<file path="config.mk">
export PLATFORM = sky130hd
export DESIGN_NAME = otprom_prog_ctrl
export DESIGN_NICKNAME = d
export VERILOG_FILES = /design/src/rtl/otprom_prog_ctrl.sv
export SDC_FILE = /design/constraint.sdc
export NUM_CORES = 1
export LEC_CHECK = 0
export ABC_AREA = 1
export CORE_MARGIN = 5
export CORE_UTILIZATION = 49
export CTS_CLUSTER_SIZE = 25
export DETAILED_ROUTE_END_ITERATION = 10
export PLACE_DENSITY = 0.92
export SLEW_MARGIN = 25
export SYNTH_ARGS = -nofsm -noshare
export SYNTH_HDL_FRONTEND = slang
export SYNTH_SLANG_ARGS = --single-unit
export TNS_END_PERCENT = 1
</file>
<file path="constraint.sdc">
create_clock -name clk -period 8.3 [get_ports clk]
set_input_delay 1.245 -clock clk [delete_from_list [all_inputs] [get_ports clk]]
set_output_delay 1.245 -clock clk [all_outputs]
set_load 0.01 [all_outputs]
</file>
<file path="src/rtl/otprom_prog_ctrl.sv">
// otprom_prog_ctrl
// Sequencer and arbiter for the single read/program port of the OTP PROM cell
// array. It takes one host request at a time. A read is a single array read.
// A program first checks that the target value only sets bits (0->1). It then
// burns the missing bits with a timed pulse, and can optionally verify and retry.
//
// Optional feature macro: OTPROM_VERIFY_EN
//   defined     : after each pulse the word is read back and compared. Up to
//                 MAX_RETRY further pulses are issued if the compare fails.
//   not defined : the program pulse is trusted. The response reports err=0 and
//                 echoes the requested word.
//
// Every output comes straight from a flop. The async reset therefore drops
// m_ram_ren/m_ram_wen in the same instant that reset rises.
module otprom_prog_ctrl #(
    parameter int ADDR_W     = 32,
    parameter int DATA_W     = 32,
    parameter int PGM_CYCLES = 16,
    parameter int MAX_RETRY  = 3
) (
    input  logic              clk,
    input  logic              reset,
    input  logic              req_valid,
    output logic              req_ready,
    input  logic              req_write,
    input  logic [ADDR_W-1:0] req_addr,
    input  logic [DATA_W-1:0] req_wdata,
    output logic              resp_valid,
    input  logic              resp_ready,
    output logic [DATA_W-1:0] resp_rdata,
    output logic              resp_err,
    output logic [1:0]        resp_retries,
    output logic [ADDR_W-1:0] m_ram_raddr,
    output logic              m_ram_ren,
    input  logic [DATA_W-1:0] m_ram_rdata,
    output logic [ADDR_W-1:0] m_ram_waddr,
    output logic [DATA_W-1:0] m_ram_wdata,
    output logic              m_ram_wen
);

    // Pulse counter holds PGM_CYCLES-1 down to 0
    localparam int CNT_W = (PGM_CYCLES > 1) ? $clog2(PGM_CYCLES) : 1;
    localparam logic [CNT_W-1:0]  CNT_LOAD  = CNT_W'(PGM_CYCLES - 1);
    localparam logic [CNT_W-1:0]  CNT_ZERO  = CNT_W'(0);
    localparam logic [CNT_W-1:0]  CNT_ONE   = CNT_W'(1);
    localparam logic [DATA_W-1:0] DATA_ZERO = {DATA_W{1'b0}};

    // Reject parameter values the sequencing cannot honour
    generate
        if ((PGM_CYCLES < 1) || (MAX_RETRY < 0) || (MAX_RETRY > 3)) begin : g_param_check
            $error("otprom_prog_ctrl: PGM_CYCLES must be >= 1 and MAX_RETRY within 0..3");
        end
    endgenerate

    typedef enum logic [2:0] {
        ST_IDLE    = 3'd0,
        ST_RD      = 3'd1,
        ST_RD_CHK  = 3'd2,
        ST_PGM     = 3'd3,
`ifdef OTPROM_VERIFY_EN
        ST_VFY_RD  = 3'd4,
        ST_VFY_CHK = 3'd5,
`endif
        ST_RESP    = 3'd6
    } state_t;

    state_t              state_r, state_s;
    logic [ADDR_W-1:0]   addr_r, addr_s;
    logic [DATA_W-1:0]   wdata_r, wdata_s;
    logic                write_r, write_s;
    logic [DATA_W-1:0]   mask_r, mask_s;
    logic [CNT_W-1:0]    cnt_r, cnt_s;
    logic [DATA_W-1:0]   resp_rdata_r, resp_rdata_s;
    logic                resp_err_r, resp_err_s;
    logic [1:0]          resp_retries_r, resp_retries_s;
    logic                req_ready_r, resp_valid_r, ren_r, wen_r;
`ifdef OTPROM_VERIFY_EN
    localparam logic [1:0] RETRY_LIM = 2'(MAX_RETRY);
    logic [1:0]          retry_r, retry_s;
`endif

    // Next-state, request latching and response formation
    always_comb begin
        state_s        = state_r;
        addr_s         = addr_r;
        wdata_s        = wdata_r;
        write_s        = write_r;
        mask_s         = mask_r;
        cnt_s          = cnt_r;
        resp_rdata_s   = resp_rdata_r;
        resp_err_s     = resp_err_r;
        resp_retries_s = resp_retries_r;
`ifdef OTPROM_VERIFY_EN
        retry_s        = retry_r;
`endif
        case (state_r)
            ST_IDLE: begin
                if (req_valid) begin
                    addr_s  = req_addr;
                    wdata_s = req_wdata;
                    write_s = req_write;
                    cnt_s   = CNT_ZERO;
`ifdef OTPROM_VERIFY_EN
                    retry_s = 2'd0;
`endif
                    state_s = ST_RD;
                end else begin
                    state_s = ST_IDLE;
                end
            end
            ST_RD: begin
                state_s = ST_RD_CHK;
            end
            ST_RD_CHK: begin
                if (!write_r) begin
                    resp_rdata_s   = m_ram_rdata;
                    resp_err_s     = 1'b0;
                    resp_retries_s = 2'd0;
                    state_s        = ST_RESP;
                end else if ((m_ram_rdata & ~wdata_r) != DATA_ZERO) begin
                    // would need a 1->0 transition: refuse without burning
                    resp_rdata_s   = m_ram_rdata;
                    resp_err_s     = 1'b1;
                    resp_retries_s = 2'd0;
                    state_s        = ST_RESP;
                end else if ((wdata_r & ~m_ram_rdata) == DATA_ZERO) begin
                    // word already holds the target value
                    resp_rdata_s   = m_ram_rdata;
                    resp_err_s     = 1'b0;
                    resp_retries_s = 2'd0;
                    state_s        = ST_RESP;
                end else begin
                    mask_s  = wdata_r & ~m_ram_rdata;
                    cnt_s   = CNT_LOAD;
                    state_s = ST_PGM;
                end
            end
            ST_PGM: begin
                if (cnt_r != CNT_ZERO) begin
                    cnt_s   = cnt_r - CNT_ONE;
                    state_s = ST_PGM;
                end else begin
`ifdef OTPROM_VERIFY_EN
                    state_s = ST_VFY_RD;
`else
                    resp_rdata_s   = wdata_r;
                    resp_err_s     = 1'b0;
                    resp_retries_s = 2'd0;
                    state_s        = ST_RESP;
`endif
                end
            end
`ifdef OTPROM_VERIFY_EN
            ST_VFY_RD: begin
                state_s = ST_VFY_CHK;
            end
            ST_VFY_CHK: begin
                if (m_ram_rdata == wdata_r) begin
                    resp_rdata_s   = m_ram_rdata;
                    resp_err_s     = 1'b0;
                    resp_retries_s = retry_r;
                    state_s        = ST_RESP;
                end else if (retry_r < RETRY_LIM) begin
                    retry_s = retry_r + 2'd1;
                    mask_s  = wdata_r & ~m_ram_rdata;
                    cnt_s   = CNT_LOAD;
                    state_s = ST_PGM;
                end else begin
                    resp_rdata_s   = m_ram_rdata;
                    resp_err_s     = 1'b1;
                    resp_retries_s = retry_r;
                    state_s        = ST_RESP;
                end
            end
`endif
            ST_RESP: begin
                if (resp_ready) begin
                    state_s = ST_IDLE;
                end else begin
                    state_s = ST_RESP;
                end
            end
            default: begin
                state_s = ST_IDLE;
            end
        endcase
    end

    // State, datapath and output flops; outputs are decoded from the next state
    always_ff @(posedge clk or posedge reset) begin
        if (reset) begin
            state_r        <= ST_IDLE;
            addr_r         <= {ADDR_W{1'b0}};
            wdata_r        <= DATA_ZERO;
            write_r        <= 1'b0;
            mask_r         <= DATA_ZERO;
            cnt_r          <= CNT_ZERO;
            resp_rdata_r   <= DATA_ZERO;
            resp_err_r     <= 1'b0;
            resp_retries_r <= 2'd0;
            req_ready_r    <= 1'b1;
            resp_valid_r   <= 1'b0;
            ren_r          <= 1'b0;
            wen_r          <= 1'b0;
        end else begin
            state_r        <= state_s;
            addr_r         <= addr_s;
            wdata_r        <= wdata_s;
            write_r        <= write_s;
            mask_r         <= mask_s;
            cnt_r          <= cnt_s;
            resp_rdata_r   <= resp_rdata_s;
            resp_err_r     <= resp_err_s;
            resp_retries_r <= resp_retries_s;
            req_ready_r    <= (state_s == ST_IDLE);
            resp_valid_r   <= (state_s == ST_RESP);
`ifdef OTPROM_VERIFY_EN
            ren_r          <= (state_s == ST_RD) || (state_s == ST_VFY_RD);
`else
            ren_r          <= (state_s == ST_RD);
`endif
            wen_r          <= (state_s == ST_PGM);
        end
    end

`ifdef OTPROM_VERIFY_EN
    // Retry count of the current program request
    always_ff @(posedge clk or posedge reset) begin
        if (reset) begin
            retry_r <= 2'd0;
        end else begin
            retry_r <= retry_s;
        end
    end
`endif

    assign req_ready    = req_ready_r;
    assign resp_valid   = resp_valid_r;
    assign resp_rdata   = resp_rdata_r;
    assign resp_err     = resp_err_r;
    assign resp_retries = resp_retries_r;
    assign m_ram_raddr  = addr_r;
    assign m_ram_ren    = ren_r;
    assign m_ram_waddr  = addr_r;
    assign m_ram_wdata  = mask_r;
    assign m_ram_wen    = wen_r;

endmodule

</file>
==> results.md, run 1 <==
| Step | Metric | Reported |
|---|---|---|
| final layout | Total area of multi-input combinational cells | 2390 um2 |
| synth | Flops & latches, synth | 141 |
| die | I/O pin count | 236 |
| placed design | RePlAce Congestion | 0.833 |
| final layout | Top library cells by usage in the layout, fill and taps aside | sky130_fd_sc_hd__nand2_1 (379), sky130_fd_sc_hd__clkdlybuf4s50_1 (233), sky130_fd_sc_hd__dfrtp_1 (140) |
| route | DR pass1 iterations | 5 |
| die | CORE AREA | 13300 um2 |
| critical path | Data arrival at the endpoint of the critical path | 3.61 ns |
| synth | Synth Warn # | 0 |
| clocking | Clock Latency Late Sink | 0.41 ns |
| synth | Seq/Total Area, Yosys | 0.526 |
| critical path | Flop-to-flop setup slack | 5.65 ns |
| final layout | Most common cell after layout, fill and taps aside | sky130_fd_sc_hd__nand2_1 |
| final layout | Fraction of final layout cells sized beyond drive strength 1 | 0.0643 |
| hold path | Source of the worst hold timing path | resp_rdata[15] |
| synth | Avg Synthesized Cell Area | 7.85 um2 |
| clocking | Number of buffers created by CTS | 17 |
| critical path | Category of the critical setup timing path | in -> reg |
| die | Die extent in x | 127 um |
| power | Worst vdd rail ir drop | 0.000208 V |
| synth | Area share of the largest cell type after synthesis | 0.522 |
| final layout | Inserted Diodes | 0 |
| grt | First-pass GRT wire length | 32000 um |
| grt | Largest net degree at the start of global routing | 103 |
| timing | Number of slew-limit violations in the final report | 0 |
| route | Post-detailed-route DRC marker count | 0 |
| timing | Minimum clock period after layout | 3.30 ns |
| clocking | Cell at the root of the clock tree | sky130_fd_sc_hd__clkbuf_16 |
| route | Via-to-Cell Ratio | 5.13 |
| timing | Achievable Freq | 303 MHz |
| run status | Status | finished, final reports clean |
| flow run | Number of max-cap violations | 0 |
| critical path | Endpoint kind of the worst setup timing path | flop |
| clocking | Max clock buf depth | 2 |
| timing | Final setup violation count | 0 |
| critical path | Worst reg2reg path startpoint | state_r[2] |
| power | Leakage power of the design | 4.72 nW |
| grt | Number of antenna violations at the first check in global routing | 0 |
| route | Post-Route WL | 19900 um |
| critical path | Crit path launch type | input port |
| grt | Overall global routing resource usage | 0.250 |
| grt | GR Overflow Total | 0 |
| synth | Cells after synthesis | 856 |
| timing | Slew at the pin closest to its max-slew limit | 0.783 ns |
| clocking | Depth of the CTS H-tree | 4 |
| die | Standard-cell row count | 42 |
| timing | Fraction of the cycle the final worst path needs | 0.397 |
| clocking | Post-CTS setup buffer count | 0 |
| placed design | Detailed-placement wirelength estimate | 14100 um |
| timing | Sum of negative setup slack | 0 ns |
| timing | Clock skew after layout | 0.00624 ns |
| hold path | Path category of the worst min-delay check | reg -> reg |
| timing | Unrepaired setup endpoints after global routing | no |
| clocking | Register clock-pin slew on the reported worst setup and hold paths | 0.06 ns |
| synth | Summed instance area of the synthesized netlist | 6720 um2 |
| synth | Top cells by area in the synthesized netlist | sky130_fd_sc_hd__dfrtp_1 (52%), sky130_fd_sc_hd__nand2_1 (21%), sky130_fd_sc_hd__o21ai_0 (4.8%) |
| critical path | CP Data Required Time | 8.61 ns |
| route | Detailed-route wire length per cell | 16.2 um |
| power | Final Power | 3.29 mW |
| clocking | Clock tree from TritonCTS | done |
| clocking | Number of gates resized after cts | 0 |
| die | Height of the die | 127 um |
| power | PD cells | 349 nW/um2 |
| die | Starting density of the core | 0.503 |
| grt | Via count of the first global-routing pass | 6415 |
| critical path | Start point of the critical path | m_ram_rdata[21] |
| final layout | Filler instances | 1009 |
| timing | Worst max-slew margin expressed relative to the limit | 0.478 |
| synth | Library cell with the largest summed area after synthesis | sky130_fd_sc_hd__dfrtp_1 |
| timing | Count of final hold-check violations | 0 |
| route | Remaining number of nets flagged by the antenna check after routing | 0 |
| final layout | Final-stage net count | 1147 |
| clocking | Clock Sink Count | 141 |
| die | Die area | 16100 um2 |
| final layout | Area growth syn-to-layout | 40.5% |
| clocking | Post-CTS Hold Fix Bufs | 0 |
| critical path | Largest driver fanout on the critical path | 102 |
| final layout | Sequential Area | 3530 um2 |
| placed design | Number of input and output port buffers inserted | 233 |
| synth | Count of cell types in the netlist | 27 |
| route | Initial drt markers | 442 |
| route | Via count | 6325 |
## metal layers
| metal | track usage | wire [um] | vias to the layer above |
|---|---|---|---|
| li1 | - | - | 2996 |
| met1 | 0.303 | 7870 | 2918 |
| met2 | 0.421 | 9670 | 361 |
| met3 | 0.0668 | 1720 | 50 |
| met4 | 0.112 | 672 | 0 |
| met5 | 0 | 0 | - |
## area by class of cell
cell class	instances	area share
Tap cell	176	0.0233
Inverter	88	0.0355
Clock inverter	5	0.00557
Sequential cell	141	0.374
Multi-Input combinational cell	557	0.253
Clock buffer	27	0.0565
Timing Repair Buffer	239	0.252
## flip-flops by register name, summed over array words and instances (netlist names)
register,count
wdata_r,32
state_r,3
resp_valid,1
cnt_r,4
m_ram_raddr,32
m_ram_ren,1
req_ready,1
m_ram_wdata,32
m_ram_wen,1
resp_rdata,32
resp_err,1
write_r,1
## synthesized netlist by cell type
cell,n
sky130_fd_sc_hd__a21oi_1,1
sky130_fd_sc_hd__a31oi_1,1
sky130_fd_sc_hd__buf_1,1
sky130_fd_sc_hd__buf_2,9
sky130_fd_sc_hd__buf_4,37
sky130_fd_sc_hd__buf_6,9
sky130_fd_sc_hd__clkbuf_1,14
sky130_fd_sc_hd__clkbuf_2,1
sky130_fd_sc_hd__conb_1,1
sky130_fd_sc_hd__dfrtp_1,140
sky130_fd_sc_hd__dfstp_2,1
sky130_fd_sc_hd__ha_1,2
sky130_fd_sc_hd__inv_1,77
sky130_fd_sc_hd__inv_2,11
sky130_fd_sc_hd__nand2_1,379
sky130_fd_sc_hd__nand2_2,2
sky130_fd_sc_hd__nand3_1,43
sky130_fd_sc_hd__nand3_2,1
sky130_fd_sc_hd__nand4_1,4
sky130_fd_sc_hd__nor2_1,18
sky130_fd_sc_hd__nor2_2,1
sky130_fd_sc_hd__nor4_1,1
sky130_fd_sc_hd__o21ai_0,65
sky130_fd_sc_hd__o21ai_1,21
sky130_fd_sc_hd__o21ai_2,13
sky130_fd_sc_hd__o31ai_1,2
sky130_fd_sc_hd__or2_2,1
## kinds of logic after synthesis
group	Yosys count	synth area share
simple gates	450	0.264
compound gates	103	0.0849
flops	141	0.526
other cells	1	0.000558
buf+inv	159	0.121
fa+ha+maj	2	0.00373
## path summary, 6_finish.rpt
kind,end,cells after the start
worst min register to register,resp_rdata[15],2
min in group asynchronous,resp_rdata[11],2
worst max register to register,resp_rdata[3],9
max in group asynchronous,m_ram_wdata[25],3
worst max-delay path,cnt_r[0],13
worst min-delay path,resp_rdata[15],2
## power breakdown
group	internal (mW)	total (mW)	switching (mW)
sequential	0.948	1.13	0.182
clock	0.467	0.741	0.274
combinational	0.648	1.42	0.772
total	2.06	3.29	1.23
## critical path, cell delays in order
cell,delay (ns)
sky130_fd_sc_hd__clkdlybuf4s50_1,0.51
sky130_fd_sc_hd__inv_1,0.05
sky130_fd_sc_hd__nand2_1,0.12
sky130_fd_sc_hd__nand2_1,0.07
sky130_fd_sc_hd__nor2_1,0.16
sky130_fd_sc_hd__nand2_1,0.09
sky130_fd_sc_hd__nor2_1,0.11
sky130_fd_sc_hd__nand2_1,0.12
sky130_fd_sc_hd__nand3_4,0.11
sky130_fd_sc_hd__buf_6,0.60
sky130_fd_sc_hd__nand2_2,0.22
sky130_fd_sc_hd__nand2_1,0.12
sky130_fd_sc_hd__nand2_1,0.05
## stage by stage
step                worst slack [ns]  utilization  instances  hold WS (ns)  instance area (um2)
floorplan                       3.28            -        857         0.463                 6720
global placement                4.49        0.663       1201         0.453                 8850
detailed placement              4.41        0.663       1201         0.459                 8850
CTS                             4.81        0.707       1233         0.473                 9440
global route                    4.86        0.707       1233         0.498                 9440
finish                          5.00        0.707       1233         0.471                 9440
No activity file was read; power rests on OpenSTA's default activity.
==> run 2: changes to the inputs <==
--- a/config.mk
+++ b/config.mk
@@ -7,10 +7,10 @@
 export LEC_CHECK = 0
 export ABC_AREA = 1
 export CORE_MARGIN = 5
-export CORE_UTILIZATION = 49
+export CORE_UTILIZATION = 41
 export CTS_CLUSTER_SIZE = 25
 export DETAILED_ROUTE_END_ITERATION = 10
-export PLACE_DENSITY = 0.92
+export PLACE_DENSITY = 0.83
 export SLEW_MARGIN = 25
 export SYNTH_ARGS = -nofsm -noshare
 export SYNTH_HDL_FRONTEND = slang
==> constraint.sdc (replaced) <==
create_clock -name clk -period 2.79 [get_ports clk]
set_input_delay 0.4185 -clock clk [delete_from_list [all_inputs] [get_ports clk]]
set_output_delay 0.4185 -clock clk [all_outputs]
set_load 0.01 [all_outputs]
==> results.md, run 2 (same netlist as run 1, synthesis figures left out) <==
| Step | Metric | Reported | Delta |
|---|---|---|---|
| clocking | Post-CTS Hold Fix Bufs | 0 | unchanged |
| hold path | Path category of the worst min-delay check | reg -> reg |  |
| final layout | Most common cell after layout, fill and taps aside | sky130_fd_sc_hd__nand2_1 |  |
| clocking | Max clock buf depth | 2 | unchanged |
| timing | Achievable Freq | 478 MHz |  |
| timing | Fraction of the cycle the final worst path needs | 0.749 |  |
| final layout | Area growth syn-to-layout | 42.7% |  |
| critical path | Crit path launch type | input port |  |
| hold path | Source of the worst hold timing path | resp_rdata[14] |  |
| critical path | Logic depth of the worst register-to-register path | 13 | +4 |
| clocking | Cell at the root of the clock tree | sky130_fd_sc_hd__clkbuf_16 |  |
| grt | Overall global routing resource usage | 0.217 | -0.0337 |
| power | Worst vdd rail ir drop | 0.000582 V | +180% |
| die | Starting density of the core | 0.420 | -0.0834 |
| hold path | Hold endpoint | resp_rdata[14] |  |
| timing | Minimum clock period after layout | 2.09 ns |  |
| die | Die area | 19000 um2 | +18% |
| final layout | Filler instances | 1416 | +40% |
| die | Height of the die | 138 um | +8.6% |
| timing | Clock skew after layout | 0.00839 ns | +0.00215 ns |
| clocking | Register clock-pin slew on the reported worst setup and hold paths | 0.06 ns | about the same |
| flow run | Number of max-cap violations | 0 | unchanged |
| timing | Sum of negative setup slack | 0 ns | unchanged |
| timing | Minimum setup slack in the final design | 0.699 ns | -4.30 ns |
| die | I/O pin count | 236 | unchanged |
| timing | Final setup violation count | 0 | unchanged |
| timing | Count of final hold-check violations | 0 | unchanged |
| placed design | Number of input and output port buffers inserted | 233 | unchanged |
| final layout | Final-stage net count | 1155 | +0.70% |
| critical path | Endpoint kind of the worst setup timing path | flop |  |
| critical path | Flop-to-flop setup slack | 0.81 ns | -4.84 ns |
| timing | Worst max-slew margin expressed relative to the limit | 0.607 | +0.128 |
| route | Post-Route WL | 20000 um | +0.52% |
| hold path | Cell depth of the worst min-delay path | 2 | unchanged |
| timing | Post-route worst hold slack | 0.470 ns | -0.00143 ns |
| critical path | CP Data Required Time | 3.14 ns | -5.47 ns |
| clocking | Number of buffers created by CTS | 17 | unchanged |
| route | Post-detailed-route DRC marker count | 0 | unchanged |
| power | Leakage power of the design | 4.74 nW | +0.61% |
| grt | GR Overflow Total | 0 | unchanged |
| die | CORE AREA | 16000 um2 | +20% |
| power | Final Power | 9.86 mW | +200% |
| placed design | Setup slack at placement | 0.277 ns | -4.14 ns |
| clocking | Post-CTS setup buffer count | 0 | unchanged |
| timing | Number of slew-limit violations in the final report | 0 | unchanged |
| route | Initial drt markers | 325 | -26% |
| critical path | Category of the critical setup timing path | in -> reg |  |
| grt | Number of antenna violations at the first check in global routing | 1 | +1 |
| route | Remaining number of nets flagged by the antenna check after routing | 0 | unchanged |
| final layout | Post-Route Utilization | 0.599 | -0.108 |
| critical path | Crit-path most repeated cell | sky130_fd_sc_hd__nand2_1 |  |
| clocking | Depth of the CTS H-tree | 4 | unchanged |
| timing | Unrepaired setup endpoints after global routing | no |  |
| critical path | Data arrival at the endpoint of the critical path | 2.44 ns | -1.17 ns |
| grt | Via count of the first global-routing pass | 6339 | -1.2% |
| grt | First-pass GRT wire length | 31600 um | -1.1% |
| placed design | RePlAce Congestion | 0.850 | +2.1% |
| die | Die extent in x | 138 um | +8.6% |
| final layout | Sequential Area | 3530 um2 | unchanged |
| route | Detailed-route wire length per cell | 15.7 um | -3.2% |
| final layout | Top library cells by usage in the layout, fill and taps aside | sky130_fd_sc_hd__nand2_1 (379), sky130_fd_sc_hd__clkdlybuf4s50_1 (233), sky130_fd_sc_hd__dfrtp_1 (140) |  |
| die | Standard-cell row count | 46 | +9.5% |
| critical path | Endpoint of the most critical register-to-register path | resp_rdata[8] |  |
| critical path | Worst Path Buf+Inv | 3 | unchanged |
| critical path | Standard cell with the maximum stage delay on the critical path | sky130_fd_sc_hd__clkdlybuf4s50_1 |  |
| critical path | Worst reg2reg path startpoint | wdata_r[3] |  |
| timing | Slew at the pin closest to its max-slew limit | 0.590 ns | -0.192 ns |
| route | DR pass1 iterations | 6 | +1 |
| critical path | Critical Path, Cell by Cell | clkdlybuf4s50_1 -> inv_1 -> nand2_1 -> nand2_1 -> nor2_1 -> nand2_1 -> nor2_1 -> nand2_1 -> nand3_4 -> buf_12 -> nand2_1 -> o21ai_2 |  |
| route | Via count | 6143 | -2.9% |
| critical path | Largest stage delay on the critical path | 0.51 ns | -0.09 ns |
| placed design | Detailed-placement wirelength estimate | 15000 um | +7.0% |
| final layout | Fraction of final layout cells sized beyond drive strength 1 | 0.0715 | +0.00716 |
| run status | Status | finished, final reports clean |  |
| clocking | Clock tree from TritonCTS | done |  |
| clocking | Clock Sink Count | 141 | unchanged |
| final layout | Total area of multi-input combinational cells | 2390 um2 | unchanged |
| clocking | Number of gates resized after cts | 0 | unchanged |
| critical path | Cell type group with the largest total delay on the critical path | simple AND/OR/NAND/NOR gates |  |
| power | PD cells | 1030 nW/um2 | +200% |
| critical path | Largest driver fanout on the critical path | 48 | -53% |
| grt | Largest net degree at the start of global routing | 109 | +5.8% |
| route | Via-to-Cell Ratio | 4.80 | -6.4% |
| clocking | Clock Latency Late Sink | 0.42 ns | about the same |
[run 2: worst max-delay path by stage]
stage	end	from	cells past startpoint
3_3_place_gp	resp_rdata[23]	m_ram_rdata[25]	12
4_1_cts	m_ram_wdata[12]	m_ram_rdata[25]	12
2_1_floorplan	cnt_r[0]	reset	1
5_1_grt	resp_rdata[13]	m_ram_rdata[25]	12
3_5_place_dp	resp_rdata[8]	m_ram_rdata[25]	13
6_report	m_ram_wdata[12]	m_ram_rdata[25]	12
[run 2: area by class of cell]
class                           instances  share of cell area
Tap cell                              216              0.0282
Antenna cell                            1            0.000261
Clock inverter                         10              0.0123
Multi-Input combinational cell        557               0.249
Timing Repair Buffer                  247               0.259
Clock buffer                           20              0.0476
Sequential cell                       141               0.368
Inverter                               88              0.0349
[run 2: where the power goes]
group          internal (mW)  switching, mW
sequential              2.82          0.537
combinational           2.00           2.30
clock                   1.35          0.851
total                   6.17           3.69
[run 2: through the flow]
stage | std cells | cell area (um2)
global route | 1280 | 9590
global placement | 1249 | 9010
finish | 1280 | 9590
floorplan | 857 | 6720
detailed placement | 1249 | 9010
CTS | 1279 | 9580
[run 2: worst register-to-register path, delay by kind of cell (launching register included)]
family                 cells  cell delay [ns]
and+or+nand+nor           10             1.21
buffers and inverters      3             0.37
DFF                        1             0.35
[run 2: metal layers]
layer / up-vias / share of wire / wire length [um] / GRT usage
li1: 3001 / - / - / -
met1: 2849 / 0.40 / 8100 / 0.264
met2: 260 / 0.48 / 9630 / 0.356
met3: 33 / 0.089 / 1790 / 0.0711
met4: 0 / 0.026 / 518 / 0.0856
met5: - / 0 / 0 / 0
